File: src/rtl/mvm_uart_pkg.sv
// Shared widths, derived bus sizes and FSM state types for the UART-MVM frame controller.
package mvm_uart_pkg;

  localparam int unsigned R             = 2;
  localparam int unsigned C             = 2;
  localparam int unsigned W_X           = 4;
  localparam int unsigned W_K           = 4;
  localparam int unsigned W_Y_OUT       = 8;
  localparam int unsigned BITS_PER_WORD = 8;
  localparam int unsigned TIMEOUT_CYC   = 4340;

  localparam int unsigned W_BUS_KX   = R * C * W_K + C * W_X;
  localparam int unsigned W_BUS_Y    = R * W_Y_OUT;
  localparam int unsigned N_WORDS_KX = W_BUS_KX / BITS_PER_WORD;
  localparam int unsigned N_WORDS_Y  = W_BUS_Y / BITS_PER_WORD;

  typedef enum logic {IDLE, ISSUE} issue_state_t;
  typedef enum logic {TX_IDLE, TX_SEND} tx_state_t;

endpackage

File: src/rtl/mvm_word_serializer.sv
// Captures a wide bus on a valid/ready handshake and emits it LSB word first,
// accepting the next bus on the same cycle the last word is taken.
module mvm_word_serializer
  import mvm_uart_pkg::*;
#(
  parameter int unsigned W_BUS  = W_BUS_Y,
  parameter int unsigned W_WORD = BITS_PER_WORD
) (
  input  logic              clk,
  input  logic              rstn,
  input  logic              i_valid,
  output logic              o_ready,
  input  logic [W_BUS-1:0]  i_data,
  output logic              o_valid,
  input  logic              i_ready,
  output logic [W_WORD-1:0] o_data
);

  localparam int unsigned N_WORDS = W_BUS / W_WORD;
  localparam int unsigned W_IDX   = (N_WORDS > 1) ? $clog2(N_WORDS) : 1;

  tx_state_t          r_state, w_state_nx;
  logic [W_BUS-1:0]   r_buf, w_buf_nx, w_shift;
  logic [W_IDX-1:0]   r_j, w_j_nx;
  logic               r_live;
  logic               w_last, w_hs, w_cap;

  // r_live keeps o_ready low while in reset and on the first cycle after it
  assign o_valid = (r_state == TX_SEND);
  assign w_last  = (r_j == W_IDX'(N_WORDS - 1));
  assign w_hs    = o_valid && i_ready;
  assign o_ready = r_live && (!o_valid || (w_last && w_hs));
  assign w_cap   = i_valid && o_ready;
  assign w_shift = r_buf >> (W_WORD * 32'(r_j));
  assign o_data  = w_shift[W_WORD-1:0];

  always_comb begin
    w_state_nx = r_state;
    w_buf_nx   = r_buf;
    w_j_nx     = r_j;
    case (r_state)
      TX_IDLE: begin
        if (w_cap) begin
          w_state_nx = TX_SEND;
          w_buf_nx   = i_data;
          w_j_nx     = '0;
        end
      end
      TX_SEND: begin
        if (w_cap) begin
          w_buf_nx = i_data;
          w_j_nx   = '0;
        end else if (w_hs) begin
          if (w_last) begin
            w_state_nx = TX_IDLE;
            w_j_nx     = '0;
          end else begin
            w_j_nx = r_j + 1'b1;
          end
        end
      end
      default: w_state_nx = TX_IDLE;
    endcase
  end

  always_ff @(posedge clk or negedge rstn) begin
    if (!rstn) begin
      r_state <= TX_IDLE;
      r_buf   <= '0;
      r_j     <= '0;
      r_live  <= 1'b0;
    end else begin
      r_state <= w_state_nx;
      r_buf   <= w_buf_nx;
      r_j     <= w_j_nx;
      r_live  <= 1'b1;
    end
  end

endmodule

File: src/rtl/mvm_uart_ctrl.sv
// Frame controller: assembles UART words into the MVM operand bus and serialises
// MVM results back into UART words, with an idle timeout on partial frames.
module mvm_uart_ctrl
  import mvm_uart_pkg::*;
(
  input  logic                     clk,
  input  logic                     rstn,
  input  logic                     rx_valid,
  input  logic [BITS_PER_WORD-1:0] rx_data,
  output logic                     kx_valid,
  input  logic                     kx_ready,
  output logic [W_BUS_KX-1:0]      kx_data,
  input  logic                     y_valid,
  output logic                     y_ready,
  input  logic [W_BUS_Y-1:0]       y_data,
  output logic                     tx_valid,
  input  logic                     tx_ready,
  output logic [BITS_PER_WORD-1:0] tx_data,
  output logic                     overrun,
  output logic                     frame_abort
);

  localparam int unsigned W_IDX_KX = (N_WORDS_KX > 1) ? $clog2(N_WORDS_KX) : 1;
  localparam int unsigned W_TMO    = (TIMEOUT_CYC > 0) ? $clog2(TIMEOUT_CYC + 1) : 1;

  issue_state_t          r_istate, w_istate_nx;
  logic [W_BUS_KX-1:0]   r_rx_buf, w_rx_buf_nx, r_kx_data;
  logic [W_IDX_KX-1:0]   r_i, w_idx, w_i_nx;
  logic [W_TMO-1:0]      r_tmo;
  logic                  r_overrun, r_abort;
  logic                  w_overrun, w_load, w_done, w_tmo_hit, w_kx_hs;

  assign kx_valid    = (r_istate == ISSUE);
  assign kx_data     = r_kx_data;
  assign overrun     = r_overrun;
  assign frame_abort = r_abort;
  assign w_kx_hs     = kx_valid && kx_ready;
  assign w_tmo_hit   = (TIMEOUT_CYC != 0) && (r_i != '0) && (r_tmo == W_TMO'(TIMEOUT_CYC));

  // A word arriving on the abort cycle restarts the frame at word 0
  always_comb begin
    w_idx       = w_tmo_hit ? '0 : r_i;
    w_rx_buf_nx = r_rx_buf;
    for (int unsigned w = 0; w < N_WORDS_KX; w++) begin
      if (rx_valid && (w_idx == W_IDX_KX'(w))) begin
        w_rx_buf_nx[w*BITS_PER_WORD +: BITS_PER_WORD] = rx_data;
      end
    end
    w_done = rx_valid && (w_idx == W_IDX_KX'(N_WORDS_KX - 1));
    if (w_done) begin
      w_i_nx = '0;
    end else if (rx_valid) begin
      w_i_nx = w_idx + 1'b1;
    end else begin
      w_i_nx = w_idx;
    end
  end

  always_comb begin
    w_istate_nx = r_istate;
    w_load      = 1'b0;
    w_overrun   = 1'b0;
    case (r_istate)
      IDLE: begin
        if (w_done) begin
          w_load      = 1'b1;
          w_istate_nx = ISSUE;
        end
      end
      ISSUE: begin
        if (w_kx_hs) begin
          if (w_done) begin
            w_load = 1'b1;
          end else begin
            w_istate_nx = IDLE;
          end
        end else if (w_done) begin
          w_overrun = 1'b1;
        end
      end
      default: w_istate_nx = IDLE;
    endcase
  end

  always_ff @(posedge clk or negedge rstn) begin
    if (!rstn) begin
      r_istate <= IDLE;
    end else begin
      r_istate <= w_istate_nx;
    end
  end

  always_ff @(posedge clk or negedge rstn) begin
    if (!rstn) begin
      r_rx_buf  <= '0;
      r_kx_data <= '0;
      r_i       <= '0;
      r_tmo     <= '0;
      r_overrun <= 1'b0;
      r_abort   <= 1'b0;
    end else begin
      r_rx_buf  <= w_rx_buf_nx;
      r_i       <= w_i_nx;
      r_overrun <= w_overrun;
      r_abort   <= w_tmo_hit;
      if (w_load) begin
        r_kx_data <= w_rx_buf_nx;
      end
      if (rx_valid || (r_i == '0) || w_tmo_hit) begin
        r_tmo <= '0;
      end else begin
        r_tmo <= r_tmo + 1'b1;
      end
    end
  end

  mvm_word_serializer #(
    .W_BUS  (W_BUS_Y),
    .W_WORD (BITS_PER_WORD)
  ) u_tx_ser (
    .clk     (clk),
    .rstn    (rstn),
    .i_valid (y_valid),
    .o_ready (y_ready),
    .i_data  (y_data),
    .o_valid (tx_valid),
    .i_ready (tx_ready),
    .o_data  (tx_data)
  );

endmodule

File: config.mk
export PLATFORM = sky130hd
export DESIGN_NAME = mvm_uart_ctrl
export DESIGN_NICKNAME = d
export VERILOG_FILES = /design/src/rtl/mvm_uart_pkg.sv /design/src/rtl/mvm_word_serializer.sv /design/src/rtl/mvm_uart_ctrl.sv
export SDC_FILE = /design/constraint.sdc
export NUM_CORES = 1
export LEC_CHECK = 0
export CORE_AREA = 2 2 81 83
export CTS_CLUSTER_SIZE = 10
export DETAILED_ROUTE_END_ITERATION = 8
export DIE_AREA = 0 0 83 85
export HOLD_SLACK_MARGIN = 0.12
export PLACE_DENSITY = 0.91
export SLEW_MARGIN = 0
export SYNTH_ARGS = -nofsm -noshare
export SYNTH_HDL_FRONTEND = slang
export SYNTH_SLANG_ARGS = --single-unit
File: constraint.sdc
create_clock -name clk -period 4.44 [get_ports clk]
set_clock_uncertainty 0.1 [all_clocks]
set_input_delay 1.11 -clock clk [delete_from_list [all_inputs] [get_ports clk]]
set_output_delay 1.11 -clock clk [all_outputs]
set_load 0.02 [all_outputs]
# Word-level counts from Yosys, hierarchy flattened
# Cells that the tools add are included.
# W data, S select, Z words.
classes:
  shift: 1
  n_bitwise: 2
  reduce_logical: 17
  n_addsub: 3
  eq_ne: 5
  mux: 25
ops:
  columns: ["op", "count"]
  rows:
  - ["$mux W8", 3]
  - ["$mux W16", 1]
  - ["$shr A16 B4 Y8", 1]
  - ["$add A13 B1 Y13 const B", 1]
  - ["$eq A13 B13 Y1 const B", 1]
  - ["$mux W1", 13]
  - ["$mux W13", 1]
  - ["$logic_and A1 B1 Y1", 9]
  - ["$pmux W1 S2", 4]
  - ["$mux W2", 3]
  - ["$logic_not A2 Y1", 2]
  - ["$logic_or A1 B1 Y1", 3]
  - ["$ne A3 B3 Y1 const B", 1]
  - ["$add A2 B1 Y2 const B", 1]
  - ["$eq A2 B1 Y1 const B", 1]
  - ["$eq A2 B2 Y1 const B", 1]
  - ["$ne A2 B1 Y1 const B", 1]
  - ["$not A1 Y1", 2]
  - ["$reduce_and A2 Y1", 1]
  - ["$reduce_bool A2 Y1", 1]
  - ["$add A1 B1 Y1 const B", 1]
  - ["$logic_not A1 Y1", 1]
totals:
  reg_bits: 85
  wordCells: 64

# Depth between registers and ports, before layout
# Gate-level depths: netlist of run 1.
depth:
  word_depth: 8
  depth_mapped: 9
  ltp_nobuf: 9

# Modules after synthesis
# Synthesis of run 1 repeated with hierarchy kept, for this count alone.
unflattened:
  hier_cells: 230
  hier_area_um2: 3305.7
by_module_without_submodules:
  columns: ["mod", "area_per_inst_um2", "seq_area_each_um2", "cells_each", "instances"]
  rows:
  - ["mvm_uart_ctrl", 2432.3, 1451.4, 174, 1]
  - ["mvm_word_serializer", 873.3, 475.5, 56, 1]

# Worst setup path after synthesis of run 1
# Ideal clock, no wire load.
synth_path:
  path_kind: "input to output"
  start: "input port tx_ready"
  end: "output port y_ready"
  setup_slack_ns: 1.693
  arrival_ns: 1.537
  cell_stages: 2
  path_buffers: 0
  path_cell_list: "a21bo_2 > and2_1"
synth_between:
  elab_chain_len: 4
synth_lines:
  columns: ["item", "line_no", "text"]
  rows:
  - ["from (decl)", "mvm_uart_ctrl.sv:17", "input logic tx_ready,"]
  - ["$logic_and A1 B1 Y1", "mvm_word_serializer.sv:31", "assign w_hs = o_valid && i_ready;"]
  - ["$logic_and A1 B1 Y1", "mvm_word_serializer.sv:32", "assign o_ready = r_live && (!o_valid || (w_last && w_hs));"]
  - ["$logic_or A1 B1 Y1", "mvm_word_serializer.sv:32", null]
  - ["$logic_and A1 B1 Y1", "mvm_word_serializer.sv:32", null]
  - ["to (decl)", "mvm_uart_ctrl.sv:14", "output logic y_ready,"]
# Every way passes these cells.

# Worst setup path in the final report of run 1
# Same ends and word-level chain as after synthesis.

==> impl_results.md, run 1 <==
* DR WL/cell at 15.22 um
* Req. time, crit path at 3.23 ns
* Port Buffers at 66
* Fin crit share at 82.65%
* Initial Util at 52.23%
* Slowest-stage cell, CP: clkdlybuf4s50_1
* Worst-path clk slew at 0.08 ns
* Origin of the worst setup path: tx_ready
* Io pins at 67
* Post-Route WL at 5798 um
* Initial antenna violation count at 0
* Multi-input logic area at 1237 um^2
* Setup crit end kind: output pin
* Fin Setup TNS at 0 ns
* Routed via count at 2029
* Mapped cell area at 3241 um^2
* H-Tree Depth at 3
* HP Start: r_rx_buf[2]
* Hold-fix buffers at CTS at 0
* Internal reg-to-reg setup slack at 1.20 ns
* Most common library cells after synthesis: 77 x dfrtp_1, 64 x mux2_2
* Flop and latch count out of synthesis at 77
* TritonCTS buffer count at 9
* Final nets at 334
* Ys flop type: dfrtp_1
* Number of global-route vias before repair at 2073
* Maximum buffer depth of the clock tree at 2
* HPWL after DPL at 3940 um
* Worst setup margin at 0.7704 ns
* Fin. Hold Viols at 0
* Crit Path Max Fanout at 3
* Synth area leader: dfrtp_1
* Seq. cell area at 1927 um^2
* Number of antenna diodes at 0
* Grt ovf at 0
* Peak VDD IR at 0.3989 mV
* Final-report setup violation count at 0
* Worst Path Buf+Inv at 2
* Crit Path Class: primary input to output pin
* CTS tree: built
* Slew margin rel. at 20.95%
* Number of synthesized flops with an enable pin at 0
* Largest net degree at the start of global routing at 78
* Drt first pass iters at 4
* Slew Limit Fails at 0
* Fmax at 272.5 MHz
* Fill cells at 432
* Most common cell in the synthesized netlist: dfrtp_1
* Post-Syn Nets at 264
* Final ANT Viol Nets at 0
* R2R Path Start: r_tmo[0]
* Final Instance Count excl. Fillers at 381
* Cell family with most CP delay: buffers and inverters
* Async SR Flop Fraction at 100.0%
* Clk_lat worst skew at 0.34 ns
* Synth top area share at 59.46%
* Cells after Synth at 229
* Routability Congestion at 0.7743
* Syn_area_per_cell at 14.15 um^2
* Post-CTS setup buffer count at 0
* Die area at 7055 um^2
* First-pass GRT wire length at 10030 um
* CTS Sinks at 77
* Slew @ Worst Pin at 1.182 ns
* CP most frequent cell: clkdlybuf4s50_1
* DRC viols at 0
* Worst path cell trace: clkdlybuf4s50_1 -> a21bo_2 -> and2_1 -> clkdlybuf4s50_1
* Die Width at 83 um
* Arr. time, crit path at 2.46 ns
* Status: finished clean
* Layout cells sized above 1 at 28.62%
* Vias per std cell at 5.325
* Max incr delay on CP at 0.59 ns
* Startpoint Class: primary input
* Min Clock Period, post-route at 3.670 ns
* Row Count at 29
* Synth top area cells: dfrtp_1 59%, mux2_2 22%, ha_1 1.9%
* Place WS at 0.7626 ns
* RSZ-0062 raised after global routing: false
* Gr usage total at 17.99%
* Core footprint at 6205 um^2
* Chip height at 85 um
* Layout area overhead at 27.34%
* DRT iter0 DRCs at 98
* Leak pwr at 1.748 nW
* Yosys warning count at 0
* Maximum capacitance violations at 0
* Min-Delay Path Class: flip-flop to flip-flop
* Library cells used by synthesis at 33
* Pwr Density at 664.7 nW/um^2
* Seq/Total Area, Yosys at 59.46%
* CTS root buf: clkbuf_8
* Cell total after placement at 365
* Post_cts resized at 0
* Hold Slack at 0.4002 ns
-- layout by cell type, fill, tap and decap left out, types with 2 or more instances in the layout --
cell | Yosys | routed
dfrtp_1 | 77 | 77
clkdlybuf4s50_1 | 0 | 65
mux2_2 | 64 | 64
clkbuf_8 | 0 | 10
inv_1 | 8 | 8
nor2_1 | 8 | 8
a21oi_1 | 8 | 8
nand2_1 | 8 | 8
nand3_1 | 5 | 5
ha_1 | 5 | 5
o31ai_1 | 4 | 4
or4_1 | 4 | 4
o21ai_0 | 4 | 4
or3_1 | 4 | 4
nand4_1 | 2 | 2
o31ai_4 | 2 | 2
xnor2_1 | 2 | 2
nand2b_1 | 2 | 2
and2_1 | 2 | 2
clkinvlp_4 | 0 | 2
clkbuf_1 | 1 | 2
-- registers in the layout, summed over array words and instances (netlist names), 2 cells and up --
name / flops
kx_data: 24
r_i: 2
r_rx_buf: 16
r_tmo: 13
u_tx_ser.r_buf: 16
-- power by group --
group	total (mW)	switching, mW	internal, mW
combinational	1.14	0.505	0.636
sequential	1.13	0.143	0.983
clock	0.476	0.255	0.222
total	2.74	0.902	1.84
-- stage by stage --
stage                     power [mW]  cell area (um^2)  util [%]
after floorplan                1.794              3241         -
after global placement         2.238              3949     63.64
after detailed placement       2.292              3949     63.64
after CTS                      2.772              4126     66.51
after global routing           2.904              4126     66.51
final                          2.743              4126     66.51
-- worst reg2reg max path, delay by kind of cell, from the launching register on --
family	cells	cell delay (ns)
AOI/OAI and AO/OA	1	0.41
DFF	1	0.42
muxes	1	0.61
buffers and inverters	1	0.07
and+or+nand+nor	2	1.12
adders and majority gates	2	0.38
-- final timing paths --
| check | depth (start not counted) | to |
|---|---|---|
| setup / recovery | 4 | y_ready |
| hold / removal | 1 | r_rx_buf[2] |
| setup reg to reg | 7 | kx_data[6] |
| hold reg to reg | 1 | r_rx_buf[2] |
| max in group asynchronous | 1 | r_i[0] |
| min in group asynchronous | 1 | kx_data[21] |
-- routing by layer --
metal / routed length, um / vias up / global-route usage [%]
met5: 0 / - / 0
met4: 50 / 0 / 6.706
met3: 228 / 4 / 5.447
met2: 2853 / 51 / 28.96
met1: 2666 / 1013 / 23.25
li1: - / 961 / -
-- cells by family after synthesis --
group	Yosys count	share of synthesized area, %
adder cells (fa/ha/maj)	5	1.931
AND/OR/NAND/NOR	40	7.259
XOR/XNOR	3	0.8110
multiplexers	65	22.55
flip-flops	77	59.46
AO/OA/AOI/OAI	23	5.521
buffers and inverters	15	2.355
other	1	0.1157
-- layout make-up --
cell class                      instances  share of cell area [%]
Clock inverter                          4                  0.7884
Sequential cell                        77                   46.69
Inverter                                8                  0.7277
Tap cell                               77                   2.335
Clock buffer                           12                   3.517
Timing Repair Buffer                   66                   15.95
Multi-Input combinational cell        137                   29.99
(Power assumes the default switching activity.)
==> inputs of run 2 (changes only) <==
--- a/config.mk
+++ b/config.mk
@@ -5,12 +5,12 @@
 export SDC_FILE = /design/constraint.sdc
 export NUM_CORES = 1
 export LEC_CHECK = 0
-export CORE_AREA = 2 2 81 83
+export CORE_AREA = 2 2 84 86
 export CTS_CLUSTER_SIZE = 10
 export DETAILED_ROUTE_END_ITERATION = 8
-export DIE_AREA = 0 0 83 85
+export DIE_AREA = 0 0 86 88
 export HOLD_SLACK_MARGIN = 0.12
-export PLACE_DENSITY = 0.91
+export PLACE_DENSITY = 0.86
 export SLEW_MARGIN = 0
 export SYNTH_ARGS = -nofsm -noshare
 export SYNTH_HDL_FRONTEND = slang
==> constraint.sdc (replaced) <==
create_clock -name clk -period 3.8 [get_ports clk]
set_clock_uncertainty 0.1 [all_clocks]
set_input_delay 0.95 -clock clk [delete_from_list [all_inputs] [get_ports clk]]
set_output_delay 0.95 -clock clk [all_outputs]
set_load 0.02 [all_outputs]
==> run 2 against run 1 <==
  * Routed wire length shrank 0.79%
  * Final cell count grew 1.0%
  * Critical path depth is the same
  * Largest power group unchanged
  * Combinational power grew 17%
  * Clock power grew 10%
  * Sequential power grew 16%
  * Register-to-register slack lost 0.19 ns
  * Worst hold slack lost 0.0053 ns
  * Setup slack lost 0.32 ns
==> impl_results.md, run 2 (synthesis gave the netlist of run 1 again) <==
* Post-CTS setup buffer count at 0
* Number of global-route vias before repair at 2085
* Routability Congestion at 0.7615
* Peak VDD IR at 0.4171 mV
* Pwr Density at 767.7 nW/um^2
* Initial antenna violation count at 0
* Leak pwr at 1.751 nW
* Grt ovf at 0
* Hold-fix buffers at CTS at 0
* Commonest cells after routing, fill and taps aside: 77 x dfrtp_1, 65 x clkdlybuf4s50_1, 64 x mux2_2
* Setup crit end kind: output pin
* Number of flip-flops in the largest register at 24
* H-Tree Depth at 3
* R2R depth at 7
* Req. time, crit path at 2.75 ns
* Slew Limit Fails at 0
* Slew margin rel. at 37.52%
* TritonCTS buffer count at 9
* Maximum buffer depth of the clock tree at 2
* HP Start: r_rx_buf[10]
* Fin crit share at 88.07%
* Routed via count at 2023
* Fmax at 298.8 MHz
* Port Buffers at 66
* Number of antenna diodes at 0
* Met3 wire length at 239 um
* Initial Util at 48.78%
* Maximum capacitance violations at 0
* Min Clock Period, post-route at 3.347 ns
* Fin Setup TNS at 0 ns
* Io pins at 67
* DRT iter0 DRCs at 85
* RR Endpoint: kx_data[14]
* Slowest-stage cell, CP: clkdlybuf4s50_1
* Core footprint at 6644 um^2
* Min-Delay Path Class: flip-flop to flip-flop
* Final nets at 335
* Largest net degree at the start of global routing at 78
* Fin. Hold Viols at 0
* Drt first pass iters at 4
* Vias per std cell at 5.255
* Crit Path Class: primary input to output pin
* RSZ-0062 raised after global routing: false
* Final ANT Viol Nets at 0
* CP most frequent cell: clkdlybuf4s50_1
* Worst Path Buf+Inv at 2
* Status: finished clean
* Cell family with most CP delay: buffers and inverters
* Clk_lat worst skew at 0.33 ns
* Highest routed layer: met4
* Post-Route WL at 5752 um
* First-pass GRT wire length at 9763 um
* Final Instance Count excl. Fillers at 385
* Layout cells sized above 1 at 29.18%
* Met2 routed WL at 2887 um
* Max incr delay on CP at 0.59 ns
* Final-report setup violation count at 0
* CTS root buf: clkbuf_8
* Row Count at 30
* Gr usage total at 16.45%
* Internal reg-to-reg setup slack at 1.01 ns
* Die area at 7568 um^2
* Crit Path Max Fanout at 3
* Layout area overhead at 27.34%
* Worst hold path stage count at 1
* Die Width at 86 um
* Arr. time, crit path at 2.30 ns
* HPWL after DPL at 4027 um
* Slew @ Worst Pin at 0.9372 ns
* Chip height at 88 um
* DRC viols at 0
* CTS Sinks at 77
* Design Power at 3.168 mW
* Worst path cell trace: clkdlybuf4s50_1 -> a21bo_2 -> and2_1 -> clkdlybuf4s50_1
* Worst-path clk slew at 0.07 ns
* Most common cell after layout, fill and taps aside: dfrtp_1
* Met1 WL at 2562 um
* Post_cts resized at 0
* CTS tree: built
* Startpoint Class: primary input
* Hold EP: r_rx_buf[10]
* DR WL/cell at 14.94 um
* R2R Path Start: r_tmo[9]
* Cell total after placement at 369
-- run 2: final cells by class --
class | count | area [um^2]
Tap cell | 80 | 100.1
Inverter | 8 | 30.03
Clock buffer | 10 | 127.6
Sequential cell | 77 | 1927
Timing Repair Buffer | 67 | 665.6
Fill cell | 508 | 2517
Clock inverter | 6 | 38.79
Multi-Input combinational cell | 137 | 1237
-- run 2: through the flow --
step | instance area [um^2] | hold slack [ns] | util, % | setup slack, ns
after floorplan | 3241 | 0.3680 | - | 1.254
after global placement | 3960 | 0.3740 | 59.60 | 0.4694
after detailed placement | 3960 | 0.3829 | 59.60 | 0.4528
after CTS | 4126 | 0.3974 | 62.11 | 0.4473
after global routing | 4126 | 0.4075 | 62.11 | 0.3823
final | 4126 | 0.3948 | 62.11 | 0.4535
-- run 2: how the worst max path moves through the flow --
stage                     startpoint     endpoint  cells past startpoint
final                       tx_ready      y_ready                      4
after global routing        tx_ready      y_ready                      4
after CTS                   tx_ready      y_ready                      4
after detailed placement    tx_ready      y_ready                      4
after global placement      tx_ready      y_ready                      4
after floorplan             r_tmo[9]  kx_data[10]                      7
-- run 2: report_power, final --
part           internal (mW)  switching, mW
sequential              1.15          0.162
clock                  0.236          0.288
combinational          0.743          0.590
total                   2.13           1.04
-- run 2: routing by layer --
layer / GRT usage (%) / up-vias
met5: 0 / -
met4: 6.349 / 0
met3: 3.676 / 6
met2: 26.99 / 39
met1: 21.45 / 1017
li1: - / 961
